--- src/rtl/wb_pkg.sv ---
// Shared definitions for the register-file write-port controller:
// address width, producer indices and the write-request record.
package wb_pkg;

  localparam int REG_ADDR_W      = 5;
  localparam int XLEN_DEFAULT    = 32;
  localparam int NUM_SRC_DEFAULT = 3;

  localparam int SRC_ALU = 0;
  localparam int SRC_MUL = 1;
  localparam int SRC_LSU = 2;

  typedef struct packed {
    logic [REG_ADDR_W-1:0]   rd_addr;
    logic [XLEN_DEFAULT-1:0] rd_data;
  } wb_req_t;

endpackage

--- src/rtl/wb_port_ctrl_if.sv ---
// Producer handshake, issue/hazard query and register-file write bundle.
// The slave modport is the controller; the master modport is its environment.
interface wb_port_ctrl_if import wb_pkg::*; #(
  parameter int NUM_SRC = NUM_SRC_DEFAULT,
  parameter int XLEN    = XLEN_DEFAULT
);

  logic [NUM_SRC-1:0]                  src_valid_i;
  logic [NUM_SRC-1:0]                  src_ready_o;
  logic [NUM_SRC-1:0][REG_ADDR_W-1:0]  src_rd_addr_i;
  logic [NUM_SRC-1:0][XLEN-1:0]        src_rd_data_i;

  logic                  issue_valid_i;
  logic [REG_ADDR_W-1:0] issue_rd_addr_i;
  logic                  issue_ready_o;
  logic [REG_ADDR_W-1:0] rs1_addr_i;
  logic [REG_ADDR_W-1:0] rs2_addr_i;
  logic                  hazard_o;

  logic                  rd_en_o;
  logic [REG_ADDR_W-1:0] rd_addr_o;
  logic [XLEN-1:0]       rd_data_o;

  modport master (
    output src_valid_i, src_rd_addr_i, src_rd_data_i,
    output issue_valid_i, issue_rd_addr_i, rs1_addr_i, rs2_addr_i,
    input  src_ready_o, issue_ready_o, hazard_o,
    input  rd_en_o, rd_addr_o, rd_data_o
  );

  modport slave (
    input  src_valid_i, src_rd_addr_i, src_rd_data_i,
    input  issue_valid_i, issue_rd_addr_i, rs1_addr_i, rs2_addr_i,
    output src_ready_o, issue_ready_o, hazard_o,
    output rd_en_o, rd_addr_o, rd_data_o
  );

endinterface

--- src/rtl/rr_arbiter.sv ---
// Round-robin arbiter: combinational one-hot grant, searching from the
// source after the last winner; the pointer moves only when a grant is given.
module rr_arbiter #(
  parameter int NUM_SRC = 3
) (
  input  logic               clk,
  input  logic               reset_n,
  input  logic               enable,
  input  logic [NUM_SRC-1:0] req,
  output logic [NUM_SRC-1:0] grant
);

  localparam int IDX_W = (NUM_SRC > 1) ? $clog2(NUM_SRC) : 1;
  localparam logic [IDX_W-1:0] LAST_IDX = IDX_W'(NUM_SRC - 1);

  logic [IDX_W-1:0] last_grant;
  logic [IDX_W-1:0] cand;
  logic [IDX_W-1:0] grant_idx;
  logic             found;

  // Grant is suppressed while in reset so nothing is consumed that will be dropped.
  always_comb begin
    grant     = '0;
    grant_idx = last_grant;
    found     = 1'b0;
    cand      = last_grant;
    for (int k = 0; k < NUM_SRC; k++) begin
      cand = (cand == LAST_IDX) ? '0 : cand + 1'b1;
      if (!found && req[cand]) begin
        found     = 1'b1;
        grant_idx = cand;
      end
    end
    if (found && enable && reset_n) begin
      grant[grant_idx] = 1'b1;
    end
  end

  always_ff @(posedge clk or negedge reset_n) begin
    if (!reset_n) begin
      last_grant <= LAST_IDX;
    end else if (|grant) begin
      last_grant <= grant_idx;
    end
  end

endmodule

--- src/rtl/wb_port_ctrl.sv ---
// Register-file write-port controller: arbitrates result producers, registers
// the winning write and keeps per-register in-flight counts for RAW detection.
module wb_port_ctrl import wb_pkg::*; #(
  parameter int NUM_SRC = NUM_SRC_DEFAULT,
  parameter int XLEN    = XLEN_DEFAULT,
  parameter int CNT_W   = 2
) (
  input  logic          clk,
  input  logic          reset_n,
  input  logic          stall_i,
  wb_port_ctrl_if.slave bus
);

  localparam int NUM_REGS = 1 << REG_ADDR_W;
  localparam logic [CNT_W-1:0] CNT_MAX = {CNT_W{1'b1}};

  logic [NUM_SRC-1:0]    grant;
  logic [REG_ADDR_W-1:0] sel_addr;
  logic [XLEN-1:0]       sel_data;

  logic                  rd_en_q;
  logic [REG_ADDR_W-1:0] rd_addr_q;
  logic [XLEN-1:0]       rd_data_q;

  logic [CNT_W-1:0]      cnt [NUM_REGS];
  logic [NUM_REGS-1:0]   inc_vec;
  logic [NUM_REGS-1:0]   dec_vec;
  logic                  issue_fire;

  rr_arbiter #(.NUM_SRC(NUM_SRC)) u_arb (
    .clk     (clk),
    .reset_n (reset_n),
    .enable  (!stall_i),
    .req     (bus.src_valid_i),
    .grant   (grant)
  );

  assign bus.src_ready_o = grant;

  always_comb begin
    sel_addr = '0;
    sel_data = '0;
    for (int i = 0; i < NUM_SRC; i++) begin
      if (grant[i]) begin
        sel_addr = bus.src_rd_addr_i[i];
        sel_data = bus.src_rd_data_i[i];
      end
    end
  end

  // A grant to x0 is consumed like any other but never produces a write.
  always_ff @(posedge clk or negedge reset_n) begin
    if (!reset_n) begin
      rd_en_q   <= 1'b0;
      rd_addr_q <= '0;
      rd_data_q <= '0;
    end else if (|grant) begin
      rd_en_q   <= (sel_addr != '0);
      rd_addr_q <= sel_addr;
      rd_data_q <= sel_data;
    end else begin
      rd_en_q   <= 1'b0;
    end
  end

  assign bus.rd_en_o   = rd_en_q;
  assign bus.rd_addr_o = rd_addr_q;
  assign bus.rd_data_o = rd_data_q;

  assign bus.issue_ready_o = (bus.issue_rd_addr_i == '0) ||
                             (cnt[bus.issue_rd_addr_i] != CNT_MAX);
  assign issue_fire = bus.issue_valid_i && bus.issue_ready_o;

  assign bus.hazard_o = ((bus.rs1_addr_i != '0) && (cnt[bus.rs1_addr_i] != '0)) ||
                        ((bus.rs2_addr_i != '0) && (cnt[bus.rs2_addr_i] != '0));

  always_comb begin
    inc_vec = '0;
    dec_vec = '0;
    if (issue_fire && (bus.issue_rd_addr_i != '0)) begin
      inc_vec[bus.issue_rd_addr_i] = 1'b1;
    end
    if (rd_en_q) begin
      dec_vec[rd_addr_q] = 1'b1;
    end
  end

  // x0 never sees an increment, so its entry stays at zero.
  always_ff @(posedge clk or negedge reset_n) begin
    if (!reset_n) begin
      for (int r = 0; r < NUM_REGS; r++) begin
        cnt[r] <= '0;
      end
    end else begin
      for (int r = 0; r < NUM_REGS; r++) begin
        if (inc_vec[r] && !dec_vec[r]) begin
          cnt[r] <= cnt[r] + 1'b1;
        end else if (dec_vec[r] && !inc_vec[r] && (cnt[r] != '0)) begin
          cnt[r] <= cnt[r] - 1'b1;
        end
      end
    end
  end

  retire_without_issue: assert property (
    @(posedge clk) disable iff (!reset_n) rd_en_q |-> (cnt[rd_addr_q] != '0)
  ) else $error("write retired for a register with no outstanding issue");

endmodule

--- src/flat_wrapper.sv ---
// flat-port wrapper written by rule: the top's interface ports become plain ports
module wb_port_ctrl_flat import wb_pkg::*;
#(
  parameter int NUM_SRC = NUM_SRC_DEFAULT,
  parameter int XLEN    = XLEN_DEFAULT,
  parameter int CNT_W   = 2
)
  (clk, reset_n, stall_i, bus_src_valid_i, bus_src_rd_addr_i, bus_src_rd_data_i, bus_issue_valid_i, bus_issue_rd_addr_i, bus_rs1_addr_i, bus_rs2_addr_i, bus_src_ready_o, bus_issue_ready_o, bus_hazard_o, bus_rd_en_o, bus_rd_addr_o, bus_rd_data_o);
  wb_port_ctrl_if #(.NUM_SRC(NUM_SRC), .XLEN(XLEN)) bus_i ();
  input  logic clk;
  input  logic reset_n;
  input  logic stall_i;
  input wire logic [$bits(bus_i.src_valid_i)-1:0] bus_src_valid_i;
  input wire logic [$bits(bus_i.src_rd_addr_i)-1:0] bus_src_rd_addr_i;
  input wire logic [$bits(bus_i.src_rd_data_i)-1:0] bus_src_rd_data_i;
  input wire logic [$bits(bus_i.issue_valid_i)-1:0] bus_issue_valid_i;
  input wire logic [$bits(bus_i.issue_rd_addr_i)-1:0] bus_issue_rd_addr_i;
  input wire logic [$bits(bus_i.rs1_addr_i)-1:0] bus_rs1_addr_i;
  input wire logic [$bits(bus_i.rs2_addr_i)-1:0] bus_rs2_addr_i;
  output wire logic [$bits(bus_i.src_ready_o)-1:0] bus_src_ready_o;
  output wire logic [$bits(bus_i.issue_ready_o)-1:0] bus_issue_ready_o;
  output wire logic [$bits(bus_i.hazard_o)-1:0] bus_hazard_o;
  output wire logic [$bits(bus_i.rd_en_o)-1:0] bus_rd_en_o;
  output wire logic [$bits(bus_i.rd_addr_o)-1:0] bus_rd_addr_o;
  output wire logic [$bits(bus_i.rd_data_o)-1:0] bus_rd_data_o;
  assign bus_i.src_valid_i = bus_src_valid_i;
  assign bus_i.src_rd_addr_i = bus_src_rd_addr_i;
  assign bus_i.src_rd_data_i = bus_src_rd_data_i;
  assign bus_i.issue_valid_i = bus_issue_valid_i;
  assign bus_i.issue_rd_addr_i = bus_issue_rd_addr_i;
  assign bus_i.rs1_addr_i = bus_rs1_addr_i;
  assign bus_i.rs2_addr_i = bus_rs2_addr_i;
  assign bus_src_ready_o = bus_i.src_ready_o;
  assign bus_issue_ready_o = bus_i.issue_ready_o;
  assign bus_hazard_o = bus_i.hazard_o;
  assign bus_rd_en_o = bus_i.rd_en_o;
  assign bus_rd_addr_o = bus_i.rd_addr_o;
  assign bus_rd_data_o = bus_i.rd_data_o;
  wb_port_ctrl #(.NUM_SRC(NUM_SRC), .XLEN(XLEN), .CNT_W(CNT_W)) u_core (.clk(clk), .reset_n(reset_n), .stall_i(stall_i), .bus(bus_i));
endmodule
--- config.mk ---
export PLATFORM = sky130hd
export DESIGN_NAME = wb_port_ctrl_flat
export DESIGN_NICKNAME = d
export VERILOG_FILES = /design/src/rtl/wb_pkg.sv /design/src/rtl/wb_port_ctrl_if.sv /design/src/rtl/rr_arbiter.sv /design/src/rtl/wb_port_ctrl.sv /design/src/flat_wrapper.sv
export SDC_FILE = /design/constraint.sdc
export NUM_CORES = 1
export LEC_CHECK = 0
export ABC_AREA = 1
export BUFFER_PORTS_ARGS = -buffer_cell sky130_fd_sc_hd__buf_2
export CORE_ASPECT_RATIO = 1.75
export CORE_MARGIN = 3
export CORE_UTILIZATION = 56
export CTS_CLUSTER_SIZE = 20
export DETAILED_ROUTE_END_ITERATION = 6
export GPL_ROUTABILITY_DRIVEN = 0
export PLACE_DENSITY = 0.85
export SLEW_MARGIN = 20
export SYNTH_ARGS = -nofsm -noshare
export SYNTH_HDL_FRONTEND = slang
export SYNTH_SLANG_ARGS = --single-unit
--- constraint.sdc ---
create_clock -name clk -period 2.4 [get_ports clk]
set_input_delay 0.12 -clock clk [delete_from_list [all_inputs] [get_ports clk]]
set_output_delay 0.12 -clock clk [all_outputs]
set_load 0.05 [all_outputs]
**Word level (Yosys, flattened, before mapping)**

Cells that the tools add are included.

- Register bits: 104
- Output and inout bits: 43

- Add/subtract/negate cells: 67
- Magnitude comparators: 12
- Eq/ne operators: 4
- Multiplexer cells: 104
- Bitwise logic cells: 3
- Reduce and logical (&&, ||, !) cells: 248

Operators with widths:

| kind | count |
|---|---|
| two-way mux 32 bit | 5 |
| two-way mux 2 bit | 76 |
| nonzero test 2 bit | 66 |
| logical AND 1 bit | 107 |
| adder 2 x 1 -> 2 bit, second input constant | 35 |
| zero test 1 bit | 67 |
| subtractor 2 x 1 -> 2 bit, second input constant | 32 |
| binary-select mux 2 bit (select 5 bit) | 3 |
| nonzero test 5 bit | 4 |
| greater-or-equal comparator 6 bit, second input constant | 3 |
| inverter 5 -> 6 bit | 3 |
| two-way mux 5 bit | 3 |
| less-than comparator 2 x 3 -> 1 bit, second input constant | 4 |
| less-than comparator 5 x 6 -> 1 bit, second input constant | 2 |
| demux 1 bit (select 5 bit) | 2 |
| greater-or-equal comparator 5 x 1 -> 1 bit, second input constant | 2 |
| two-way mux 1 bit | 10 |
| binary-select mux 1 bit (select 2 bit) | 3 |
| equality test 2 bit, second input constant | 3 |
| zero test 5 bit | 1 |
| two-way mux 3 bit | 1 |
| OR reduction 3 bit | 1 |
| demux 1 bit (select 2 bit) | 1 |
| greater-or-equal comparator 2 x 1 -> 1 bit, second input constant | 1 |
| other kinds (2) | 3 |

**Longest topological paths before layout**

Gate-level depths: netlist (run 1).

- Word-level depth: 21
- Gate-level depth with buffers: 19

**Hierarchy**

A second synthesis (run 1) with hierarchy kept.

- Cells, all modules: 1214
- Area, all modules: 7686.1 µm²

Modules (own cells, without submodules):

| module | times used | cells each | area each (µm²) | seq. area each (µm²) |
|---|---|---|---|---|
| wb_port_ctrl | 1 | 1161 | 7402.1 | 2552.4 |
| rr_arbiter | 1 | 53 | 284.0 | 51.3 |

**Least setup slack after synthesis (run 1)**

No wires, ideal clock.

- Path type: register -> register
- Start point: register u_core.u_arb.last_grant[1]
- End point: register u_core.rd_data_q[21], in the netlist u_core.bus.rd_data_o[21]
- Setup time: 0.072 ns
- Data arrival time: 2.126 ns
- Data required time: 2.328 ns
- Setup slack: 0.202 ns
- Cell stages (with the launch flop): 10
- Path buffers: 1
- Cells stage by stage: dfstp_2 > nor2_2 > nand2_1 > nand3_2 > nand3_1 > nand2_2 > nor2_1 > clkbuf_1 > nand2_1 > nand4_2

RTL lines:

| element | line | source |
|---|---|---|
| from (decl) | rr_arbiter.sv:16 | `logic [IDX_W-1:0] last_grant;` |
| from (signal assigned) | rr_arbiter.sv:43 | `last_grant <= grant_idx;` |
| parallel branches: the longest is 15 deep, another holds less-than comparator 2 x 3 -> 1 bit | -- |  |
| two-way mux 3 bit * | rr_arbiter.sv:34 | `if (found && enable && reset_n) begin` |
| via bus_src_ready_o[2] | flat_wrapper.sv:20 | `output wire logic [$bits(bus_i.src_ready_o)-1:0] bus_src_ready_o;` |
| OR reduction 3 bit or two-way mux 32 bit (tied branches) | wb_port_ctrl.sv:57, wb_port_ctrl.sv:44 |  |
| to (signal assigned) | wb_port_ctrl.sv:60 | `rd_data_q <= sel_data;` |
| to (decl) | wb_port_ctrl.sv:23 | `logic [XLEN-1:0] rd_data_q;` |

Mark *: on every way through the listed nets, which the timed path passes. The select of a mux whose other input is x is not followed.
A chain may end at the register's enable or synchronous reset.

**Final worst setup path (run 1)**

- Start point: register u_core.u_arb.last_grant[1]
- End point: output bus_src_ready_o[1]

- Cells in the longest elaborated chain, start to end: 16

RTL lines:

| element | line |
|---|---|
| parallel branches: the longest is 15 deep, another holds less-than comparator 2 x 3 -> 1 bit | -- |
| two-way mux 3 bit * | rr_arbiter.sv:34 |
| to (decl) | flat_wrapper.sv:20 |

Mark *: on every way between the ends. The select of a mux whose other input is x is not followed.

==> reports/qor.yml, run 1 <==
worst_setup_path:
  rrSetupSlack_ns: 0.13
  critPathKind: "flop to output port"
  cp-end-kind: "output port"
  critPathLaunchType: "flop"
  rr_startpoint: "u_core.u_arb.last_grant[1]"
  critPathRequiredTime_ns: 2.28
  r2r_end: "u_core.bus.rd_data_o[26]"
  rr_worst_depth: 11
  cp_max_fo: 7
  critPathArrivalTime_ns: 2.26
layout:
  finalNetCount: 1596
  final_cell_mix: "nand2_1, buf_2, inv_1"
  n_fill_cell: 1095
  drive_gt1_frac: 0.200
  multi_input_area_um2: 4520
  layout_commonest_cell: "nand2_1"
  area_growth_pct: 25.8
  seq_area_um2: 2600
  utilization: 0.726
  final_cells: 1643
clocking:
  numCtsBuffers: 9
  cts.reportedPaths.clkPinSlew_ns: 0.08
  cts_buffer_depth: 2
  htree_levels: 3
  cts_tree: "done"
  cts_root_buf: "clkbuf_16"
  numClockSinks: 104
  clk_latency_ns: 0.36
route:
  routedWlPerCell_um: 18.0
  dr.pass1.iters: 7
  post-route-drc-count: 1
  vias: 9841
  drtAntennaViolNets: 0
  drt_iter0_drc: 1011
  vias_per_cell: 5.99
  finalWirelength_um: 29600
status:
  status: "complete, but fails checks"
  violations: "DRC, hold timing"
yosys:
  synth_area_leaders: "dfrtp_1, nand2_1, nand4_1, inv_1, nor2_1"
  avgSynthCellArea_um2: 6.36
  syn_inst: 1233
  ys_seq_elements: 104
  synth_edf_count: 0
  synth.top_cell.area_share: 0.328
  syn-num-nets: 1366
  async_reset_ff_frac: 1.00
  syn-cell-area_um2: 7850
  yosysTopAreaCell: "dfrtp_1"
  ys_warn_count: 0
  seq_area_frac_synth: 0.332
  yosys_most_used_dff: "dfrtp_1"
  synth.distinct_cells: 39
sta:
  min_period_ns: 2.38
  holdWs_ns: -0.00318
  max_slew_margin: 0.509
  skew_ns: 0.0153
  final_max_slew_viol_count: 0
  fmax_mhz: 420
  setup_viol: 0
  final-hold-violation-count: 2
  finalCritPeriodShare: 0.991
  tightest_slew_ns: 0.736
global_routing:
  grt_pass1_vias: 9863
  use_met1: 0.428
  grt_util_met2: 0.639
  gr-total-overflow: 0
  grt_pass1_wl_um: 46900
  grt_max_degree: 57
  gr-usage-met3: 0.0818
  grtUsageTotal: 0.386
  grt_busiest_layer: "met2"
  antenna_found_initial: 1
placement:
  dp.cells: 1566
  portBuffers: 175
  dp_hpwl_um: 20100
die:
  dieArea_um2: 15500
  die_y_um: 163
  dieWidth_um: 95.5
  placementRows: 56
  core_um2: 13600
  initial_utilization: 0.577
  top_level_ports: 176
power:
  irDropWorstVdd_uv: 868
  leakagePower_uw: 0.00492
  p_per_area_nw_per_um2: 1090
  total_power_uw: 10800
worst_hold_path:
  hold_end: "u_core.bus.rd_data_o[31]"
  whs_path_depth: 3
  hold_class: "input port to flop"
  min-delay-start: "bus_src_rd_data_i[31]"
flow_run:
  maxCapViolCount: 0
## sequential cells by signal, summed over array words and instances (netlist names)
register	flops
u_core.u_arb.last_grant	2
u_core.bus.rd_data_o	32
u_core.bus.rd_addr_o	5
u_core.cnt	64
u_core.bus.rd_en_o	1
## cells by family after synthesis
kind of cell | after synthesis | synth area share
buffers and inverters | 177 | 0.0958
flip-flops | 104 | 0.332
AND/OR/NAND/NOR | 838 | 0.484
AO/OA/AOI/OAI | 114 | 0.0880
## area by class of cell
cell class / count / share of cell area
antenna: 1 / 0.000253
sequential: 104 / 0.264
tap: 174 / 0.0221
clock buffer: 11 / 0.0246
inverter: 137 / 0.0523
multi-input combinational: 952 / 0.458
clock inverter: 5 / 0.00634
timing repair buffer: 259 / 0.173
## synthesized netlist by cell type, types with 3 or more instances
master and n:
clkbuf_1 15, buf_6 5, o2111ai_1 5, o211ai_1 7, dfrtp_1 103, a21oi_1 24, nand2_1 453, nand3_2 11
o311ai_0 3, nand2_2 29, inv_2 6, buf_2 17, nor2_1 127, o21bai_1 15, nand3_1 90, nand4_1 79
o21ai_0 50, or2_2 9, inv_1 130, o22ai_1 3, nand4_2 9, nor3_1 22
## stage by stage
stage	hold WS [ns]	setup WS, ns	setup TNS, ns	instance area (um2)
floorplan	-0.176	0.202	0	7850
CTS	0.000438	0.00509	0	9830
global placement	0.322	0.336	0	8930
detailed placement	0.322	0.295	0	8930
global route	0.0190	-0.0431	-0.0849	9870
finish	-0.00318	0.0206	0	9870
## timing repair
item                                    CTS  global route
resized for setup                         1            10
setup buffers                             0             1
cloned                                    0             0
hold buffers                             59             0
endpoints found under the setup margin    1             3
hold endpoints to repair                133             0
pin swaps                                 0             3
## critical path, stage by stage, from the launching register on
cell and delay, ns:
dfstp_2 0.62, nor2_2 0.10, nand2_2 0.08, nand2_2 0.06
nor2_4 0.11, nand2_2 0.10, nor2_4 0.12, nand2_2 0.15
a21oi_4 0.35, buf_6 0.21
## report_power, final
group | leakage [uW] | internal (uW) | switching (uW)
combinational | 0.00348 | 1710 | 3930
sequential | 0.00130 | 2570 | 955
clock | 0.000143 | 848 | 735
total | 0.00492 | 5130 | 5620
## how the worst max path moves through the flow
stage | startpoint | to | slack, ns | cells past startpoint
2_1_floorplan | u_core.u_arb.last_grant[1] | u_core.bus.rd_data_o[21] | 0.20 | 9
3_3_place_gp | u_core.u_arb.last_grant[1] | u_core.bus.rd_data_o[23] | 0.34 | 9
3_5_place_dp | u_core.u_arb.last_grant[1] | u_core.bus.rd_data_o[23] | 0.29 | 9
4_1_cts | u_core.u_arb.last_grant[1] | bus_src_ready_o[1] | 0.005 | 9
5_1_grt | u_core.u_arb.last_grant[1] | bus_src_ready_o[1] | -0.04 | 9
6_report | u_core.u_arb.last_grant[1] | bus_src_ready_o[1] | 0.02 | 9
## routing by layer
| metal | part of all wire | wire length, um |
|---|---|---|
| met1 | 0.34 | 10100 |
| met2 | 0.47 | 13900 |
| met3 | 0.10 | 2950 |
| met4 | 0.089 | 2630 |
| met5 | 0 | 0 |
No activity file was read; power rests on OpenSTA's default activity.
==> run 2, diff against run 1 <==
--- a/config.mk
+++ b/config.mk
@@ -5,15 +5,14 @@
 export SDC_FILE = /design/constraint.sdc
 export NUM_CORES = 1
 export LEC_CHECK = 0
-export ABC_AREA = 1
 export BUFFER_PORTS_ARGS = -buffer_cell sky130_fd_sc_hd__buf_2
 export CORE_ASPECT_RATIO = 1.75
 export CORE_MARGIN = 3
-export CORE_UTILIZATION = 56
+export CORE_UTILIZATION = 55
 export CTS_CLUSTER_SIZE = 20
 export DETAILED_ROUTE_END_ITERATION = 6
 export GPL_ROUTABILITY_DRIVEN = 0
-export PLACE_DENSITY = 0.85
+export PLACE_DENSITY = 0.84
 export SLEW_MARGIN = 20
 export SYNTH_ARGS = -nofsm -noshare
 export SYNTH_HDL_FRONTEND = slang
==> run 2 against run 1 <==
The run ends with setup timing left. Via count decreased by 17%. Final cell count down 22%. Global-route usage is 5.8 points lower. Combinational power down 34%. Sequential cell count unchanged. Design area decreased by 7.1%. Total power is 26% lower. First-iteration DRC count fell by 31%. Synthesized cell count down 24%. Hold slack improved by 0.062 ns. Non-clock buffer count decreased by 29. Largest power group unchanged.
==> reports/qor.yml, run 2 <==
status:
  status: "complete, but fails checks"  # unchanged
  violations: "setup timing"  # was DRC, hold timing
sta:
  finalCritPeriodShare: 1.01  # was 0.991
  fmax_mhz: 414  # was 420 MHz
  max_slew_margin: 0.508  # was 0.509
  final-hold-violation-count: 0  # was 2
  tightest_slew_ns: 0.737  # was 0.736 ns
  setup_viol: 1  # was 0
  fin_ws_ns: -0.0172  # was 0.0206 ns
  skew_ns: 0.0125  # was 0.0153 ns
  final_max_slew_viol_count: 0  # unchanged
  min_period_ns: 2.42  # was 2.38 ns
  rsz0062_at_grt: "yes"
power:
  clkPwrFrac: 0.188  # was 0.147
  leakagePower_uw: 0.00378  # was 0.00492 uW
  switching_share: 0.463  # was 0.523
  p_per_area_nw_per_um2: 865  # was 1090 nW/um2
  irDropWorstVdd_uv: 711  # was 868 uV
  combPwrFrac: 0.472  # was 0.525
  p_int_uw: 4260  # was 5130 uW
  p_seq_frac: 0.341  # was 0.328
  power_switching_uw: 3670  # was 5620 uW
route:
  dr.pass1.iters: 5  # was 7
  vias_per_cell: 6.35  # was 5.99
  drt_iter0_drc: 699  # was 1011
  post-route-drc-count: 0  # was 1
  routedWlPerCell_um: 19.0  # was 18.0 um
  drtAntennaViolNets: 0  # unchanged
  vias: 8153  # was 9841
  finalWirelength_um: 24400  # was 29600 um
die:
  core_um2: 13400  # was 13600 um2
  placementRows: 56  # unchanged
  initial_utilization: 0.563  # was 0.577
  die_y_um: 161  # was 163 um
  dieArea_um2: 15200  # was 15500 um2
  dieWidth_um: 94.5  # was 95.5 um
  top_level_ports: 176  # unchanged
flow_run:
  maxCapViolCount: 0  # unchanged
worst_setup_path:
  rr_startpoint: "u_core.cnt[16]"  # was u_core.u_arb.last_grant[1]
  r2r_end: "u_core.cnt[57]"  # was u_core.bus.rd_data_o[26]
  cp_max_fo: 4  # was 7
  critPathKind: "flop to output port"  # unchanged
  rrSetupSlack_ns: 0.05  # was 0.13 ns
  critPathArrivalTime_ns: 2.30  # was 2.26 ns
  critPathLaunchType: "flop"  # unchanged
  rr_worst_depth: 9  # was 11
  cp-end-kind: "output port"  # unchanged
  critPathRequiredTime_ns: 2.28  # about the same
  cp_cell_sequence: "buf_4 -> nor2_1 -> a21oi_1 -> a211oi_1 -> a211oi_1 -> a21o_1 -> a211o_1 -> buf_6"  # was nor2_2 -> nand2_2 -> nand2_2 -> nor2_4 -> nand2_2 -> nor2_4 -> nand2_2 -> a21oi_4 -> buf_6
  critical_path.slowest_cell: "dfrtp_1"  # was dfstp_2
  worstPathBufferInverterCount: 2  # was 1
  crit_path_frequent_cell: "a211oi_1"  # was nand2_2
  crit_family: "compound AO/OA/AOI/OAI gates"  # was simple AND/OR/NAND/NOR gates
  critPathMaxStageDelay_ns: 0.41  # was 0.62 ns
yosys:
  async_reset_ff_frac: 1.00  # unchanged
  syn_inst: 934  # was 1233
  yosysTopAreaCell: "dfrtp_1"  # unchanged
  yosysMostFrequentCell: "a21oi_1"  # was nand2_1
  yosys_most_used_dff: "dfrtp_1"  # unchanged
  synth.distinct_cells: 52  # was 39
  ys_warn_count: 0  # unchanged
  syn-num-nets: 1067  # was 1366
  avgSynthCellArea_um2: 8.07  # was 6.36 um2
  ys_top_cells_by_count: "a21oi_1, nor2_1, dfrtp_1"  # was nand2_1, inv_1, nor2_1
  seq_area_frac_synth: 0.346  # was 0.332
  syn-cell-area_um2: 7530  # was 7850 um2
  synth_area_leaders: "dfrtp_1, a21oi_1, nor2_1, nor3_1, mux4_2"  # was dfrtp_1, nand2_1, nand4_1, inv_1, nor2_1
  synth.top_cell.area_share: 0.342  # was 0.328
  ys_seq_elements: 104  # unchanged
  synth_edf_count: 0  # unchanged
clocking:
  numCtsBuffers: 9  # unchanged
  cts_buffer_depth: 2  # unchanged
  cts_root_buf: "clkbuf_16"  # unchanged
  numClockSinks: 104  # unchanged
  htree_levels: 3  # unchanged
  cts.reportedPaths.clkPinSlew_ns: 0.07  # was 0.08 ns
  clk_latency_ns: 0.35  # was 0.36 ns
  cts_tree: "done"  # unchanged
placement:
  portBuffers: 175  # unchanged
  place_ws_ns: -0.0211  # was 0.295 ns
  dp_hpwl_um: 17900  # was 20100 um
layout:
  drive_gt1_frac: 0.308  # was 0.200
  layout_commonest_cell: "buf_2"  # was nand2_1
  top_register: "u_core.cnt"  # unchanged
  largest_reg_flops: 64  # unchanged
  antenna_cells: 0  # was 1
  final_cell_mix: "buf_2, a21oi_1, nor2_1"  # was nand2_1, buf_2, inv_1
  utilization: 0.685  # was 0.726
  finalNetCount: 1237  # was 1596
  area_growth_pct: 21.7  # was 25.8%
global_routing:
  grtUsageTotal: 0.328  # was 0.386
  gr-total-overflow: 0  # unchanged
  grt_pass1_vias: 8080  # was 9863
  grt_pass1_wl_um: 39400  # was 46900 um
  grt_max_degree: 80  # was 57
  antenna_found_initial: 0  # was 1
worst_hold_path:
  whs_path_depth: 3  # unchanged
  hold_end: "u_core.bus.rd_data_o[15]"  # was u_core.bus.rd_data_o[31]
  hold_class: "input port to flop"  # unchanged
  min-delay-start: "bus_src_rd_data_i[79]"  # was bus_src_rd_data_i[31]
## run 2: cell count changes in the layout (fill, tap and decap cells not counted), sizes merged, moves of 45 or more
cell | before | now
nand2 | 484 | 76
nor3 | 23 | 68
inv | 139 | 6
nand4 | 88 | 0
nand3 | 102 | 34
dlygate4sd3 | 59 | 1
a21oi | 25 | 179
## run 2: through the flow
step / hold slack (ns) / setup TNS [ns] / instance area [um2] / instances / total power [uW]
after global placement: -0.00390 / 0 / 8730 / 1259 / 6240
after CTS: 0.0551 / 0 / 9100 / 1281 / 7840
after global routing: 0.0585 / -0.145 / 9170 / 1283 / 8340
after detailed placement: -0.00267 / -0.0211 / 8730 / 1259 / 6290
after floorplan: -0.176 / 0 / 7530 / 934 / 5150
final: 0.0587 / -0.0172 / 9170 / 1283 / 7930
## run 2: final cells by class
type	instances	area, um2
fillers	1088	4210
well taps	174	218
clock buffers	11	253
flip-flops and latches	104	2620
multi-input cells	754	4620
repair buffers	230	1400
inverters	5	18.8
clock inverters	5	38.8
## run 2: worst max-delay path by stage
| stage | from | end | cells past startpoint |
|---|---|---|---|
| 6_report | u_core.cnt[34] | bus_hazard_o | 8 |
| 5_1_grt | u_core.cnt[19] | bus_hazard_o | 6 |
| 2_1_floorplan | u_core.bus.rd_en_o | u_core.cnt[15] | 6 |
| 4_1_cts | u_core.cnt[34] | bus_hazard_o | 8 |
| 3_3_place_gp | bus_issue_rd_addr_i[0] | u_core.cnt[58] | 10 |
| 3_5_place_dp | bus_issue_rd_addr_i[0] | u_core.cnt[43] | 10 |
## run 2: tightest hold or removal path: stages
cell and delay [ns]:
buf_2 0.07, a21oi_1 0.05, a21oi_1 0.13
## run 2: repair_timing
item,in CTS,in global routing
hold buffers,1,0
hold endpoints to repair,13,0
endpoints found under the setup margin,2,11
pin swaps,1,5
setup buffers,5,2
gates resized for setup,17,17
## run 2: per-layer routing
layer	routed length, um	track usage	up-vias
li1	-	-	3742
met1	8420	0.363	3752
met2	12400	0.567	527
met3	2050	0.0595	132
met4	1590	0.202	0
met5	0	0	-
## run 2: cells by family (layout without fill, tap and decap cells)
group	count (synthesis)	count (layout)	synth area share
flip-flops	104	104	0.346
AND/OR/NAND/NOR	355	355	0.208
buffers and inverters	76	251	0.0526
XOR/XNOR	30	30	0.0349
multiplexers	44	44	0.0817
AO/OA/AOI/OAI	325	325	0.277
## run 2: power groups by stage
stage / Clock (uW) / Sequential, uW / Combinational, uW
global route: 1550 / 2750 / 4030
finish: 1490 / 2700 / 3740
detailed placement: 0 / 2700 / 3590
floorplan: 0 / 3210 / 1940
CTS: 1480 / 2680 / 3670
global placement: 0 / 2680 / 3550
